## config.mk

```make
export PLATFORM = sky130hd
export DESIGN_NAME = not_gate_bist
export DESIGN_NICKNAME = d
export VERILOG_FILES = /design/src/rtl/not_gate_bist.sv
export SDC_FILE = /design/constraint.sdc
export NUM_CORES = 1
export LEC_CHECK = 0
export ABC_AREA = 1
export CORE_MARGIN = 5
export CORE_UTILIZATION = 45
export DETAILED_ROUTE_END_ITERATION = 7
export GPL_TIMING_DRIVEN = 0
export PLACE_DENSITY = 0.67
export SETUP_SLACK_MARGIN = 0.5
export SLEW_MARGIN = 0
export SYNTH_ARGS = -nofsm -noshare
export SYNTH_HDL_FRONTEND = slang
export SYNTH_SLANG_ARGS = --single-unit
```

## constraint.sdc

```tcl
create_clock -name clk -period 2.08 [get_ports clk]
set_input_delay 0.624 -clock clk [delete_from_list [all_inputs] [get_ports clk]]
set_output_delay 0.624 -clock clk [all_outputs]
set_load 0.005 [all_outputs]
```

## src/rtl/not_gate_bist.sv

```systemverilog
// Built-in self-test driver/checker for a single-bit inverter cell: LFSR stimulus on dut_a, response check on dut_c.
// Optional stuck-output detection is enabled by defining BIST_STUCK_DETECT_EN.
module not_gate_bist #(
    parameter int unsigned N_VECTORS     = 16,
    parameter int unsigned SETTLE_CYCLES = 1,
    parameter logic [7:0]  LFSR_SEED     = 8'hA5
) (
    input  logic       clk,
    input  logic       rst,
    input  logic       start,
    output logic       dut_a,
    input  logic       dut_c,
    output logic       busy,
    output logic       done,
    output logic       pass,
    output logic [7:0] err_count,
    output logic [7:0] vec_count,
    output logic       stuck
);

    typedef enum logic [2:0] {
        S_IDLE,
        S_DRIVE,
        S_SETTLE,
        S_SAMPLE,
        S_DONE
    } state_t;

    state_t     state_q;
    logic [7:0] lfsr_q, lfsr_d;
    logic [3:0] wait_q;
    logic [7:0] err_q, err_d;
    logic [7:0] vec_q, vec_d;
    logic       dut_a_q, busy_q, done_q, pass_q, stuck_q;
    logic       mismatch, stuck_d, launch;

    // A run may be (re)launched only from IDLE or DONE; start while busy is ignored.
    assign launch = start && (state_q == S_IDLE || state_q == S_DONE);

`ifdef BIST_STUCK_DETECT_EN
    logic seen0_q, seen1_q;

    always_ff @(posedge clk) begin
        if (rst || launch) begin
            seen0_q <= 1'b0;
            seen1_q <= 1'b0;
        end else if (state_q == S_SAMPLE) begin
            seen0_q <= seen0_q | ~dut_c;
            seen1_q <= seen1_q | dut_c;
        end
    end
`endif

    always_comb begin
        lfsr_d   = {lfsr_q[6:0], lfsr_q[7] ^ lfsr_q[5] ^ lfsr_q[4] ^ lfsr_q[3]};
        mismatch = (dut_c == dut_a_q);
        err_d    = (mismatch && err_q != 8'hFF) ? err_q + 8'd1 : err_q;
        vec_d    = vec_q + 8'd1;
`ifdef BIST_STUCK_DETECT_EN
        // Include the sample taken on the final edge, which the sticky bits have not yet absorbed.
        stuck_d  = ~((seen0_q | ~dut_c) & (seen1_q | dut_c));
`else
        stuck_d  = 1'b0;
`endif
    end

    // NOTE: sequential state uses non-blocking assignments so every register sees pre-edge values.
    always_ff @(posedge clk) begin
        if (rst) begin
            state_q <= S_IDLE;
            lfsr_q  <= LFSR_SEED;
            wait_q  <= 4'd0;
            err_q   <= 8'd0;
            vec_q   <= 8'd0;
            dut_a_q <= 1'b0;
            busy_q  <= 1'b0;
            done_q  <= 1'b0;
            pass_q  <= 1'b0;
            stuck_q <= 1'b0;
        end else begin
            case (state_q)
                S_IDLE, S_DONE: begin
                    if (launch) begin
                        state_q <= S_DRIVE;
                        lfsr_q  <= LFSR_SEED;
                        dut_a_q <= LFSR_SEED[0];
                        wait_q  <= 4'd0;
                        err_q   <= 8'd0;
                        vec_q   <= 8'd0;
                        busy_q  <= 1'b1;
                        done_q  <= 1'b0;
                        pass_q  <= 1'b0;
                        stuck_q <= 1'b0;
                    end
                end
                S_DRIVE: begin
                    wait_q  <= 4'd0;
                    state_q <= (SETTLE_CYCLES > 0) ? S_SETTLE : S_SAMPLE;
                end
                S_SETTLE: begin
                    if (wait_q == 4'(SETTLE_CYCLES - 1)) begin
                        state_q <= S_SAMPLE;
                    end else begin
                        wait_q <= wait_q + 4'd1;
                    end
                end
                S_SAMPLE: begin
                    err_q   <= err_d;
                    vec_q   <= vec_d;
                    lfsr_q  <= lfsr_d;
                    dut_a_q <= lfsr_d[0];
                    if (vec_d == 8'(N_VECTORS)) begin
                        state_q <= S_DONE;
                        busy_q  <= 1'b0;
                        done_q  <= 1'b1;
                        pass_q  <= (err_d == 8'd0) && !stuck_d;
                        stuck_q <= stuck_d;
                    end else begin
                        state_q <= S_DRIVE;
                    end
                end
                default: state_q <= S_IDLE;
            endcase
        end
    end

    assign dut_a     = dut_a_q;
    assign busy      = busy_q;
    assign done      = done_q;
    assign pass      = pass_q;
    assign err_count = err_q;
    assign vec_count = vec_q;
    assign stuck     = stuck_q;

endmodule

```

==> results.md <==
* Outcome: completed
* Clock root cell: clkbuf_8
* Number of DRC markers in iteration 0 at between 100 and 150
* Element type at the critical path end: register
* First-pass GRT wire length at 7540 µm
* Clock latency on the worst-skew pair at 0.29 ns
* Critical Path AT at roughly 1.8 ns
* Largest area contributor in the netlist: dfxtp_1
* Hold Buf Count CTS at 0
* Post-route DRC violation count at 0
* Layout cell share with drive strength beyond 1 at 28.2%
* Fin util at 64.6%
* TritonCTS clock tree: yes
* Largest net degree at the start of global routing at 11
* Fin crit share at 76.0%
* Crit path time final at 1.58 ns
* Vias in the first global route at 1,723
* Cells after DPL at 345
* MaxCap Viol Count at 0
* CTS Buf Count at 5
* Detail Route Antenna Nets at 0
* GR Overflow Total at 0
* DRT Wirelength at 4500 µm
* Htree depth at 2
* Worst min path class: reg -> reg
* CP Class: reg -> reg
* Setup ws final at 0.498 ns
* Crit path max fanout at 5
* Total Nets Final at 334
* Num rows at 23
* Fmax at about 630 MHz
* Via count at 1,866
* Synth top area share at a little under two fifths
* GR Util All Layers at between 10% and 20%
* Top cells by area, synth: dfxtp_1 37%, nand2_1 16%, a21oi_1 6.4%
* Worst setup SP type: register
* Buffers on Ports at 23
* CTS Buffer Depth at 2
* CORE AREA at 0.00403 mm²
* Critical Path RT at 2.30 ns
* Total setup violations reported at the end of the flow at 0
* Initial core utilization at 46.7%
* Mapped Area at 0.00188 mm²
* Peak supply drop at 0.374 mV
* # IOs at 25
* Yosys warning total at 0
* Setup Skew at between 0.005 and 0.006 ns
* Area growth, synth to finish at 38.5%
* Max incr delay on CP at 0.34 ns
* Fin cells at 376
* Initial antenna violation count at 0
* Critical path, cell by cell: buf_6 -> ha_4 -> nand3_1 -> nor2_1 -> xor2_1 -> nor2_2 -> nand3_4 -> inv_2 -> nand3_2 -> a21oi_2
* Hold Fails Final Rpt at 0
* Power Total at 0.00149 W
* Clock Sink Count at 35
* Synth Register Bits at 35
* RSZ-0062 raised after global routing: true
* Drt wl/cell at ~12 µm
* Reg clk slew, reported paths at about 0.070 ns
* Fill cell count at 353
* Mean Syn Cell Area at 6.91 µm²
* FF-to-FF path depth at 10
* Syn_nets at approximately 280
* Design Area, Final at around 0.0026 mm²
* Critical path's slowest cell: dfxtp_4
* DP Area at 0.00217 mm²
* Sequential-to-total area share from yosys stat at 37.3%
* Via/cell ratio at 4.96
* Post-synth cell types at 35
* Power Density at roughly 570 mW/mm²
* GP Congestion at a little under 0.8
* # diodes at 0
* Post-Synthesis Cells at 272
* First drt pass iteration count at 4
* Die width at 74.6 µm
* Final-report max-slew violation count at 0
* Leakage at 1.22 nW
* Pre-CTS setup slack at -0.101 ns
* Post-DP HPWL at 2870 µm
* Die area at 0.00557 mm²
* Die H at 74.6 µm
* Hold Path Depth at 2
-- synth_stat cells --
library cell and count:
nand2_1 82, dfxtp_1 35, inv_1 32, a21oi_1 24
nand3_1 18, nor2_1 17, nand4_1 6, ha_1 5
o21ai_0 5, xor2_1 5, buf_2 4, o22ai_1 4
inv_2 3, nor3_1 3, xnor2_1 3, clkbuf_1 2
nand2_4 2, nor2_4 2, nor3b_1 2, o21ai_1 2
or2_2 2, a211oi_1 1, a21oi_2 1, buf_4 1
clkinv_1 1, conb_1 1, nand2_2 1, nand2_8 1
nand3_2 1, nand3b_1 1, nor2_2 1, o211ai_1 1
o21a_1 1, o21ai_2 1, xor2_2 1
-- worst max-delay path, delay by kind of cell (launching register included) --
family	cells	cell delay, ns
and+or+nand+nor	5	0.54
DFF	1	0.34
buffers and inverters	2	0.19
xor gates and xnor gates	1	0.18
adders and majority gates	1	0.16
AOI/OAI and AO/OA	1	0.11
-- cell type report --
type                            instances  area (µm²)  share of cell area, %
Multi-Input combinational cell        194        1120                   43.0
Clock inverter                          1        5.00                  0.192
Timing Repair Buffer                   46         399                   15.3
Buffer                                  7        52.6                   2.02
Tap cell                               50        62.6                   2.40
Inverter                               36         136                   5.24
Clock buffer                            7        76.3                   2.93
Sequential cell                        35         753                   28.9
-- layer usage --
layer  global-route usage (%)  vias up  part of all wire (%)
li1                         -      977                     -
met1                     21.3      855                    47
met3                     4.01        6                   4.1
met4                     7.91        0                   1.5
met5                        0        -                     0
met2                     29.6       28                    48
-- logic make-up (layout without fill, tap and decap cells) --
| group | after synthesis | after routing | synth area share (%) |
|---|---|---|---|
| AO/OA/AOI/OAI | 40 | 40 | 11.7 |
| XOR/XNOR | 9 | 9 | 4.59 |
| adder cells (fa/ha/maj) | 5 | 5 | 3.33 |
| buffers and inverters | 43 | 97 | 9.05 |
| flip-flops | 35 | 35 | 37.3 |
| other | 1 | 1 | 0.199 |
| AND/OR/NAND/NOR | 139 | 139 | 33.9 |
-- cells in the final DEF (no fill, tap or decap), drive strengths merged, types with 2 or more instances in the layout --
cell type / count
dlygate4sd2: 19
o22ai: 4
nand4: 6
dlymetal6s2s: 2
nand3: 19
inv: 35
nor2: 20
or2: 2
buf: 27
dfxtp: 35
xor2: 6
nor3b: 2
ha: 5
clkinv: 2
o21ai: 8
xnor2: 3
a21oi: 25
clkbuf: 10
nand2: 86
nor3: 3
-- power breakdown --
part	internal [W]	switching, W
Sequential	0.000687	0.0000233
Combinational	0.000123	0.000182
Clock	0.000235	0.000244
Total	0.00104	0.000449
-- flip-flops by register name, summed over array words and instances (netlist names) --
name	count
state_q	3
pass	1
busy	1
done	1
vec_count	8
lfsr_q	8
wait_q	4
dut_a	1
err_count	8
-- path summary, 6_finish.rpt --
check,startpoint,endpoint,slack (ns)
worst max-delay path,vec_count[0],pass,0.50
worst max register to register,vec_count[0],pass,0.50
worst min register to register,lfsr_q[6],lfsr_q[6],0.47
worst min-delay path,lfsr_q[6],lfsr_q[6],0.47
-- metrics by stage --
stage	setup TNS (ns)	hold WS [ns]
2_1_floorplan	0	0.439
3_3_place_gp	-2.05	0.454
3_5_place_dp	-1.79	0.463
4_1_cts	0	0.472
5_1_grt	0	0.497
6_report	0	0.472
-- timing repair --
| item | 4_1_cts | 5_1_grt |
|---|---|---|
| setup endpoints to repair | 49 | 32 |
| resized for setup | 76 | 22 |
| pin swaps | 12 | 14 |
| gates cloned | 0 | 1 |
| buffers inserted | 16 | 6 |
(Power assumes the default switching activity.)
==> RTL change, RTL diff (config.mk and constraints unchanged) <==
Re-encode `state_t` (5 states) as one-hot, 5 bits wide.
--- a/src/rtl/not_gate_bist.sv
+++ b/src/rtl/not_gate_bist.sv
@@ -20,8 +20,8 @@
 
-    typedef enum logic [2:0] {
-        S_IDLE,
-        S_DRIVE,
-        S_SETTLE,
-        S_SAMPLE,
-        S_DONE
+    typedef enum logic [4:0] {
+        S_IDLE   = 5'b00001,
+        S_DRIVE  = 5'b00010,
+        S_SETTLE = 5'b00100,
+        S_SAMPLE = 5'b01000,
+        S_DONE   = 5'b10000
     } state_t;
Check against the original RTL: same outputs for any inputs over 10 cycles, from zero or initial values and one cycle with rst high; not proved beyond that.
==> RTL change against the unedited design <==
- non-clock buffer count rose by 14
- area after synthesis increased by 4.5%
- register-to-register slack worse by 0.05 ns
- worst setup slack got worse by 0.069 ns
- sequential cell count rose by 2
- final area grew 11%
- die area increased by 3.9%
- wire length increased by 21%
- first-iteration DRC count shrank 7.8%
- critical endpoint is now vec_count[1]
- highest routed layer unchanged
Power is not compared: it rests on default switching activity, and its combinational part moved more than twofold at a synthesized area within 25%.
==> RTL change: results (changes against the unedited design) <==
Place
  • Post-DP HPWL: 3.297 mm (+15%)
  • PortBufs: 23 (unchanged)
  • GPL Wtd Cong: 0.7841 (+1.8%)

Synthesis
  • Yosys cell types: 32 (-8.6%)
  • Most frequent cells after synthesis: nand2_1, dfxtp_1, a21oi_1, nand3_1, inv_1
  • Synth Area in Adders: 3.185% (-0.14 points)
  • Synth top area cells: dfxtp_1, nand2_1, a21oi_1
  • Synthesized net count: 301 (+7.1%)
  • Share of the yosys chip area belonging to registers: 37.71% (+0.45 points)
  • Post-Synth XOR/XNOR Area: 2.675% (-1.9 points)
  • YS warnings: 0 (unchanged)
  • Synth Flop Type: dfxtp_1
  • Post-synthesis mux area share: 0% (unchanged)
  • Area fraction in compound gates after synthesis: 10.70% (-1.0 points)
  • Post-synth ARST share: 0% (unchanged)

Critical path
  • Worst reg2reg path endpoint: pass$_SDFFE_PP0P_
  • WP data arrival: 1.03 ns (-0.78 ns)
  • Critical Path Max Stage Delay: 0.35 ns
  • Critical path fanouts, max: 2 (-3)
  • Critical path launch point: vec_count[1]$_SDFFE_PP0P_
  • Slowest cell on crit path: dfxtp_4
  • Reg-to-Reg Start: err_count[0]$_SDFFE_PP0P_
  • FF-to-FF setup slack: 0.45 ns (-0.05 ns)
  • Reg2Reg Depth: 13 (+3)

Detailed routing
  • Detailed Routing Iterations Pass 1: 4 (unchanged)
  • Via density: 5.056 (+1.9%)
  • WL/cell: 13.18 um (+10%)
  • DRT iter0 DRCs: 95 (-7.8%)

STA
  • Clk_skew: 0.01105 ns (+0.005820 ns)
  • Hold slack: 0.4559 ns (-0.01640 ns)
  • Worst-Margin Slew: 0.6231 ns

Power and ir drop
  • P_sw: 0.6874 mW
  • Peak VDD IR: 573.7 uV
  • P_leak: 1.279 nW

Worst hold path
  • Hold Path Depth: 2 (unchanged)
  • HP Class: reg2reg
  • Hold Startpoint: done$_SDFFE_PP0P_
  • Hold Path Sink: done$_SDFFE_PP0P_

GRT
  • Largest net degree at the start of global routing: 14 (+3)
  • Initial antenna violation count: 0 (unchanged)
  • Vias in the first global route: 1885 (+9.4%)
  • First-pass GRT wire length: 8.694 mm (+15%)
  • GR Util All Layers: 17.85% (+0.32 points)

Cells and area
  • Fillers: 368 (+4.2%)
  • Layout cells sized above 1: 36.21% (+8.0 points)
  • Layout Nets: 367 (+9.9%)
  • Diodes inserted: 0 (unchanged)

Clocking
  • Cts bufs inserted: 5 (unchanged)
  • Max Buffers Root-to-Sink: 2 (unchanged)
  • H-Tree Depth: 2 (unchanged)
  • Clk pin slew, worst setup/hold paths: 0.08 ns
  • Clock Latency Late Sink: 0.30 ns
  • Root buf cell: clkbuf_8

Status
  • Status: finished, final reports clean
RTL change: worst max-delay path, delay by kind of cell (launching register included):
kind	cells	cell delay [ns]
buffers and inverters	2	0.38
flip-flops	1	0.35
RTL change: per-layer routing:
layer	share of wire, %	track usage, %
met1	44	23.31
met5	0	0
met4	1.8	6.294
met3	4.5	3.664
met2	49	29.02
RTL change: layout make-up:
type / count / area share [%]
Sequential cell: 37 / 27.53
Inverter: 27 / 3.587
Tap cell: 52 / 2.247
Clock buffer: 5 / 2.377
Multi-Input combinational cell: 220 / 43.91
Buffer: 8 / 1.772
Timing Repair Buffer: 59 / 16.98
Clock inverter: 3 / 1.599
RTL change: timing repair:
item | in CTS | in global routing
endpoints found under the setup margin | 48 | 30
gates cloned | 0 | 0
endpoints found under the hold margin | 0 | 0
pin swaps | 14 | 30
setup buffers | 22 | 14
resized for setup | 72 | 45
RTL change: cell families (layout without fill, tap and decap cells):
group | after synthesis | count (layout)
flops | 37 | 37
xor+xnor | 6 | 6
other cells | 1 | 1
compound gates | 40 | 40
fa+ha+maj | 5 | 5
simple gates | 168 | 168
buf+inv | 35 | 102
RTL change: worst max-delay path by stage:
stage                                end  slack (ns)  depth (start not counted)
2_1_floorplan          pass$_SDFFE_PP0P_        0.54                         10
3_3_place_gp      lfsr_q[3]$_SDFFE_PP0P_       -0.22                          4
3_5_place_dp   vec_count[1]$_SDFFE_PP0P_       -0.26                          4
4_1_cts                pass$_SDFFE_PP0P_        0.46                         14
5_1_grt                pass$_SDFFE_PP0P_        0.34                         14
6_report                    vec_count[1]        0.43                          2
RTL change: power by group through the flow:
stage | Clock [mW] | Combinational (mW) | Sequential, mW
after CTS | 0.650 | 0.509 | 0.767
after global routing | 0.685 | 0.669 | 0.787
after floorplan | 0 | 0.356 | 0.797
after detailed placement | 0 | 0.476 | 0.802
after global placement | 0 | 0.471 | 0.799
final | 0.634 | 0.611 | 0.780
RTL change: metrics by stage:
step	cell area [sq um]	TNS [ns]	setup WS, ns	cells	util, %
2_1_floorplan	1964	0	0.5425	292	-
3_5_place_dp	2260	-2.471	-0.2557	367	52.62
4_1_cts	2645	0	0.4610	397	61.60
3_3_place_gp	2260	-2.138	-0.2153	367	52.62
6_report	2895	0	0.4289	411	67.42
5_1_grt	2895	0	0.3412	411	67.42
